**src/rtl/dpcm_decoder.sv**
```systemverilog
// dpcm_decoder: rebuilds samples from 4-bit DPCM difference codes.
// Incoming {resync, diff} pairs are buffered in a small FIFO. The output
// stage pops one entry at a time, adds it to the previous sample modulo
// 2^WIDTH, and presents the result through a valid/ready register.
//
// Ports:
//   clock      rising-edge clock
//   reset      asynchronous active-low reset
//   in_valid   diff/resync valid
//   in_ready   FIFO not full (combinational from level)
//   diff       difference code
//   resync     decode this diff against previous = 0
//   out_valid  sample register holds a valid sample
//   out_ready  sink accepts sample
//   sample     reconstructed sample
//   level      FIFO occupancy, 0..DEPTH
module dpcm_decoder #(
  parameter int unsigned WIDTH = 4,
  parameter int unsigned DEPTH = 4
) (
  input  logic                     clock,
  input  logic                     reset,
  input  logic                     in_valid,
  output logic                     in_ready,
  input  logic [WIDTH-1:0]         diff,
  input  logic                     resync,
  output logic                     out_valid,
  input  logic                     out_ready,
  output logic [WIDTH-1:0]         sample,
  output logic [$clog2(DEPTH):0]   level
);

  localparam int unsigned AW = $clog2(DEPTH);
  localparam int unsigned LW = AW + 1;
  localparam int unsigned EW = WIDTH + 1;

  typedef enum logic {IDLE = 1'b0, VALID = 1'b1} state_t;

  state_t            state_q;
  state_t            state_d;

  logic [EW-1:0]     mem [DEPTH];
  logic [AW-1:0]     wptr_q;
  logic [AW-1:0]     rptr_q;
  logic [LW-1:0]     level_q;
  logic [WIDTH-1:0]  sample_q;

  logic              push_c;
  logic              pop_c;
  logic              empty_c;
  logic [EW-1:0]     head_c;
  logic [WIDTH-1:0]  base_c;
  logic [WIDTH-1:0]  recon_c;

  // FIFO flags; a full FIFO refuses pushes even when a pop happens this cycle
  assign empty_c  = (level_q == '0);
  assign in_ready = (level_q != LW'(DEPTH));
  assign push_c   = in_valid && in_ready;

  // FSM state register
  always_ff @(posedge clock or negedge reset) begin
    if (!reset) begin
      state_q <= IDLE;
    end else begin
      state_q <= state_d;
    end
  end

  // FSM next state
  always_comb begin
    state_d = state_q;
    unique case (state_q)
      IDLE:  if (!empty_c) state_d = VALID;
      VALID: if (out_ready && empty_c) state_d = IDLE;
      default: state_d = IDLE;
    endcase
  end

  // FSM outputs: pop whenever the output register is free or being drained
  always_comb begin
    pop_c = 1'b0;
    unique case (state_q)
      IDLE:  pop_c = !empty_c;
      VALID: pop_c = out_ready && !empty_c;
      default: pop_c = 1'b0;
    endcase
  end

  // FIFO storage; contents need no reset because level gates every read
  always_ff @(posedge clock) begin
    if (push_c) begin
      mem[wptr_q] <= {resync, diff};
    end
  end

  // Reconstruction: the sample register doubles as the predictor state
  assign head_c  = mem[rptr_q];
  assign base_c  = head_c[WIDTH] ? '0 : sample_q;
  assign recon_c = base_c + head_c[WIDTH-1:0];

  // Pointers, occupancy and sample register
  always_ff @(posedge clock or negedge reset) begin
    if (!reset) begin
      wptr_q   <= '0;
      rptr_q   <= '0;
      level_q  <= '0;
      sample_q <= '0;
    end else begin
      if (push_c) wptr_q <= wptr_q + AW'(1);
      if (pop_c) begin
        rptr_q   <= rptr_q + AW'(1);
        sample_q <= recon_c;
      end
      unique case ({push_c, pop_c})
        2'b10:   level_q <= level_q + LW'(1);
        2'b01:   level_q <= level_q - LW'(1);
        default: level_q <= level_q;
      endcase
    end
  end

  assign out_valid = (state_q == VALID);
  assign sample    = sample_q;
  assign level     = level_q;

endmodule

```
**config.mk**
```make
export PLATFORM = sky130hd
export DESIGN_NAME = dpcm_decoder
export DESIGN_NICKNAME = d
export VERILOG_FILES = /design/src/rtl/dpcm_decoder.sv
export SDC_FILE = /design/constraint.sdc
export NUM_CORES = 1
export LEC_CHECK = 0
export BUFFER_PORTS_ARGS = -buffer_cell sky130_fd_sc_hd__buf_2
export CAP_MARGIN = 20
export CORE_UTILIZATION = 50
export DETAILED_ROUTE_END_ITERATION = 8
export PLACE_DENSITY = 0.7
export SYNTH_ARGS = -nofsm -noshare
export SYNTH_HDL_FRONTEND = slang
export SYNTH_SLANG_ARGS = --single-unit
```
**constraint.sdc**
```tcl
create_clock -name clock -period 5.6 [get_ports clock]
set_clock_uncertainty 0.15 [all_clocks]
set_input_delay 1.12 -clock clock [delete_from_list [all_inputs] [get_ports clock]]
set_output_delay 1.12 -clock clock [all_outputs]
set_load 0.1 [all_outputs]
```
==> implementation parameters <==
Parameter                              Value

Yosys
  Flip-flop and latch count after synthesis    32
  Largest family of logic cells by synthesized area    multiplexers
  Xor and xnor area share after synthesis    under 10%
  Synthesized-area fraction occupied by and/or/nand/nor cells    6.49%
  Synthesized instance count    96
  Synthesized-area fraction occupied by ao, oa, aoi and oai cells    2.95%
  Cell type with the highest aggregate area in the netlist    sky130_fd_sc_hd__edfxtp_1
  Mapped Nets    between 100 and 150
  Post-synthesis instance area    between 1000 and 1500 um^2
  Share of the yosys chip area belonging to registers    between 60% and 70%
  Mux cell area share after synthesis    roughly 11%
  Synth Area in Adders    9.44%
  Syn_area_per_cell    15.5 um^2
  Number of different library cells in the post-synthesis netlist    27
  Area share of the largest cell type after synthesis    slightly above 40%
  Yosys warnings    0
  Dominant cells by area after synthesis    sky130_fd_sc_hd__edfxtp_1 (40%), sky130_fd_sc_hd__dfrtp_1 (20%), sky130_fd_sc_hd__ha_1 (6.7%)

Floorplan
  Die Area    around 3200 um^2
  Chip height    ~57 um
  Starting density of the core    between 50% and 60%
  Num ports    18
  FP Rows    19
  Core box area    roughly 2800 um^2
  Horiz. Die Dim    ~57 um

Route
  Drc violations    0
  Vias per cell    roughly 5.2
  Drt first-iter violations    15
  Final Routed Wirelength    approximately 2200 um
  Count of antenna-violating nets left after detailed routing    0
  Total via count in the routed design    about 790
  Initial DRT Pass Iterations    2
  Routed wire per std cell    about 15 um

Worst setup path
  Arrival time of the worst setup path    about 2900 ps
  Critical path, cell by cell    mux4_1 -> nor2_1 -> ha_1 -> a21o_1 -> a21oi_1 -> xnor2_2 -> and4b_1 -> nor3_2
  Crit end category    flop
  Slowest stage cell on the critical path    sky130_fd_sc_hd__mux4_1
  Crit-path max cell delay    a little over 700 ps
  Crit path max-delay family    multiplexers
  Required time of the critical path    5660 ps
  Buffers plus inverters on the worst setup path    0
  Start-to-end type of the worst setup path    flop to flop
  Startpoint class of the critical path    flop
  Largest fanout on the critical path    7

STA
  Final total negative setup slack    0 ps
  Count of endpoints failing setup in the final report    0
  Setup repair after global routing missed its margin    false
  Final critical path time including I/O delays and setup    roughly 2800 ps
  Post-route clock period utilization    approximately 50%
  Highest Clock Rate    between 300 and 400 MHz
  Final hold violation count    0
  Final count of pins violating max slew    0
  Worst relative slew slack    67.7%
  Transition at the pin with the smallest max-transition slack    between 400 and 500 ps

Placed design
  Detail Placement HPWL    between 1500 and 2000 um
  Final GP Congestion    between 0.7 and 0.8
  I/O Buffers    17
  Number of placed instances, taps included    142

Finish
  Area delta synth->final    12.4%
  Post-layout nets    137
  Antenna cell count    0
  Non-filler instance count after layout    150
  Final core area utilization    about three fifths
  Share of layout cells above drive strength 1    around a quarter

Global routing
  Tot GR Track Use    between 10% and 20%
  Largest net degree at the start of global routing    13
  Number of global-route vias before repair    approximately 840
  Global-route wire length before repair    approximately 3800 um
  Congestion Overflow GR    0
  Number of antenna violations at the first check in global routing    0

Clocking
  # hold bufs at CTS    0
  Maximum level of the CTS H-tree    2
  Post_cts resized    0
  Number of buffers added by the clock tree synthesis step    5
  Clock Tree Root    sky130_fd_sc_hd__clkbuf_4
  Clock slew at reported path FFs    ~90 ps
  Post-CTS Repair Setup Buffers    0
  TritonCTS sink count    32
  Worst-case clock buffer depth    2
  TritonCTS clock tree    done
  Worst-Skew Late Latency    approximately 320 ps

Status
  Run status    complete, no violations

Min path
  Path category of the worst min-delay check    flop to flop

Flow run
  Count of maximum capacitance violations    0
## cell usage after synthesis, drive strengths merged
cell	count
dfrtp	12
nor2	3
ha	8
nand3	1
clkbuf	1
edfxtp	20
a21o	1
xor2	3
inv	12
nor3	2
o21ai	2
and2	1
fa	2
a21oi	3
and3	4
and4b	1
mux2i	2
mux4	5
mux2	2
nor2b	2
buf	1
xnor2	5
nand2	3
## metrics by stage
stage	cell area, um^2	setup WS [ps]	hold slack (ps)
2_1_floorplan	1490	1810	403
3_3_place_gp	1590	2810	356
3_5_place_dp	1590	2740	366
4_1_cts	1670	2750	383
5_1_grt	1670	2570	399
6_report	1670	2780	382
## final timing paths
path / start / end / slack (ps) / cells after the start
min in group asynchronous: reset / wptr_q[1] / 510 / 1
max in group asynchronous: reset / level[2] / 4580 / 1
worst max-delay path: rptr_q[0] / sample[3] / 2780 / 8
worst min register to register: level[0] / level[0] / 380 / 1
worst min-delay path: level[0] / level[0] / 380 / 1
worst max register to register: rptr_q[0] / sample[3] / 2780 / 8
## layout by cell type, fill, tap and decap left out, types with 3 or more instances in the layout
cell / Yosys / routed
sky130_fd_sc_hd__ha_1: 8 / 8
sky130_fd_sc_hd__nor2_1: 3 / 3
sky130_fd_sc_hd__xor2_1: 3 / 3
sky130_fd_sc_hd__clkbuf_4: 0 / 5
sky130_fd_sc_hd__xnor2_1: 4 / 4
sky130_fd_sc_hd__mux4_1: 3 / 3
sky130_fd_sc_hd__and3_1: 4 / 4
sky130_fd_sc_hd__dfrtp_1: 12 / 12
sky130_fd_sc_hd__buf_2: 0 / 17
sky130_fd_sc_hd__nand2_1: 3 / 3
sky130_fd_sc_hd__edfxtp_1: 20 / 20
sky130_fd_sc_hd__inv_1: 12 / 12
## registers in the layout, summed over array words and instances (netlist names)
| register | cells |
|---|---|
| out_valid | 1 |
| mem | 20 |
| rptr_q | 2 |
| wptr_q | 2 |
| sample | 4 |
| level | 3 |
## kinds of logic after synthesis
group | after synthesis
AO/OA/AOI/OAI | 6
XOR/XNOR | 8
adder cells (fa/ha/maj) | 10
buffers and inverters | 14
flip-flops | 32
multiplexers | 9
AND/OR/NAND/NOR | 17
## layout make-up
cell class                      count  area [um^2]
Multi-Input combinational cell     50          524
Inverter                           12         45.0
Sequential cell                    32          901
Fill cell                         215         1110
Timing Repair Buffer               17         85.1
Tap cell                           31         38.8
Clock buffer                        5         37.5
Clock inverter                      3         37.5
## metal layers
metal	part of all wire (%)	vias up	track usage, %
met2	50	14	27.4
li1	-	385	-
met4	1.7	0	7.32
met5	0	-	0
met1	44	382	20.0
met3	3.9	5	6.22
Power is not shown: default switching activity piles up to over one toggle a cycle in this logic, so the estimate is an artifact.
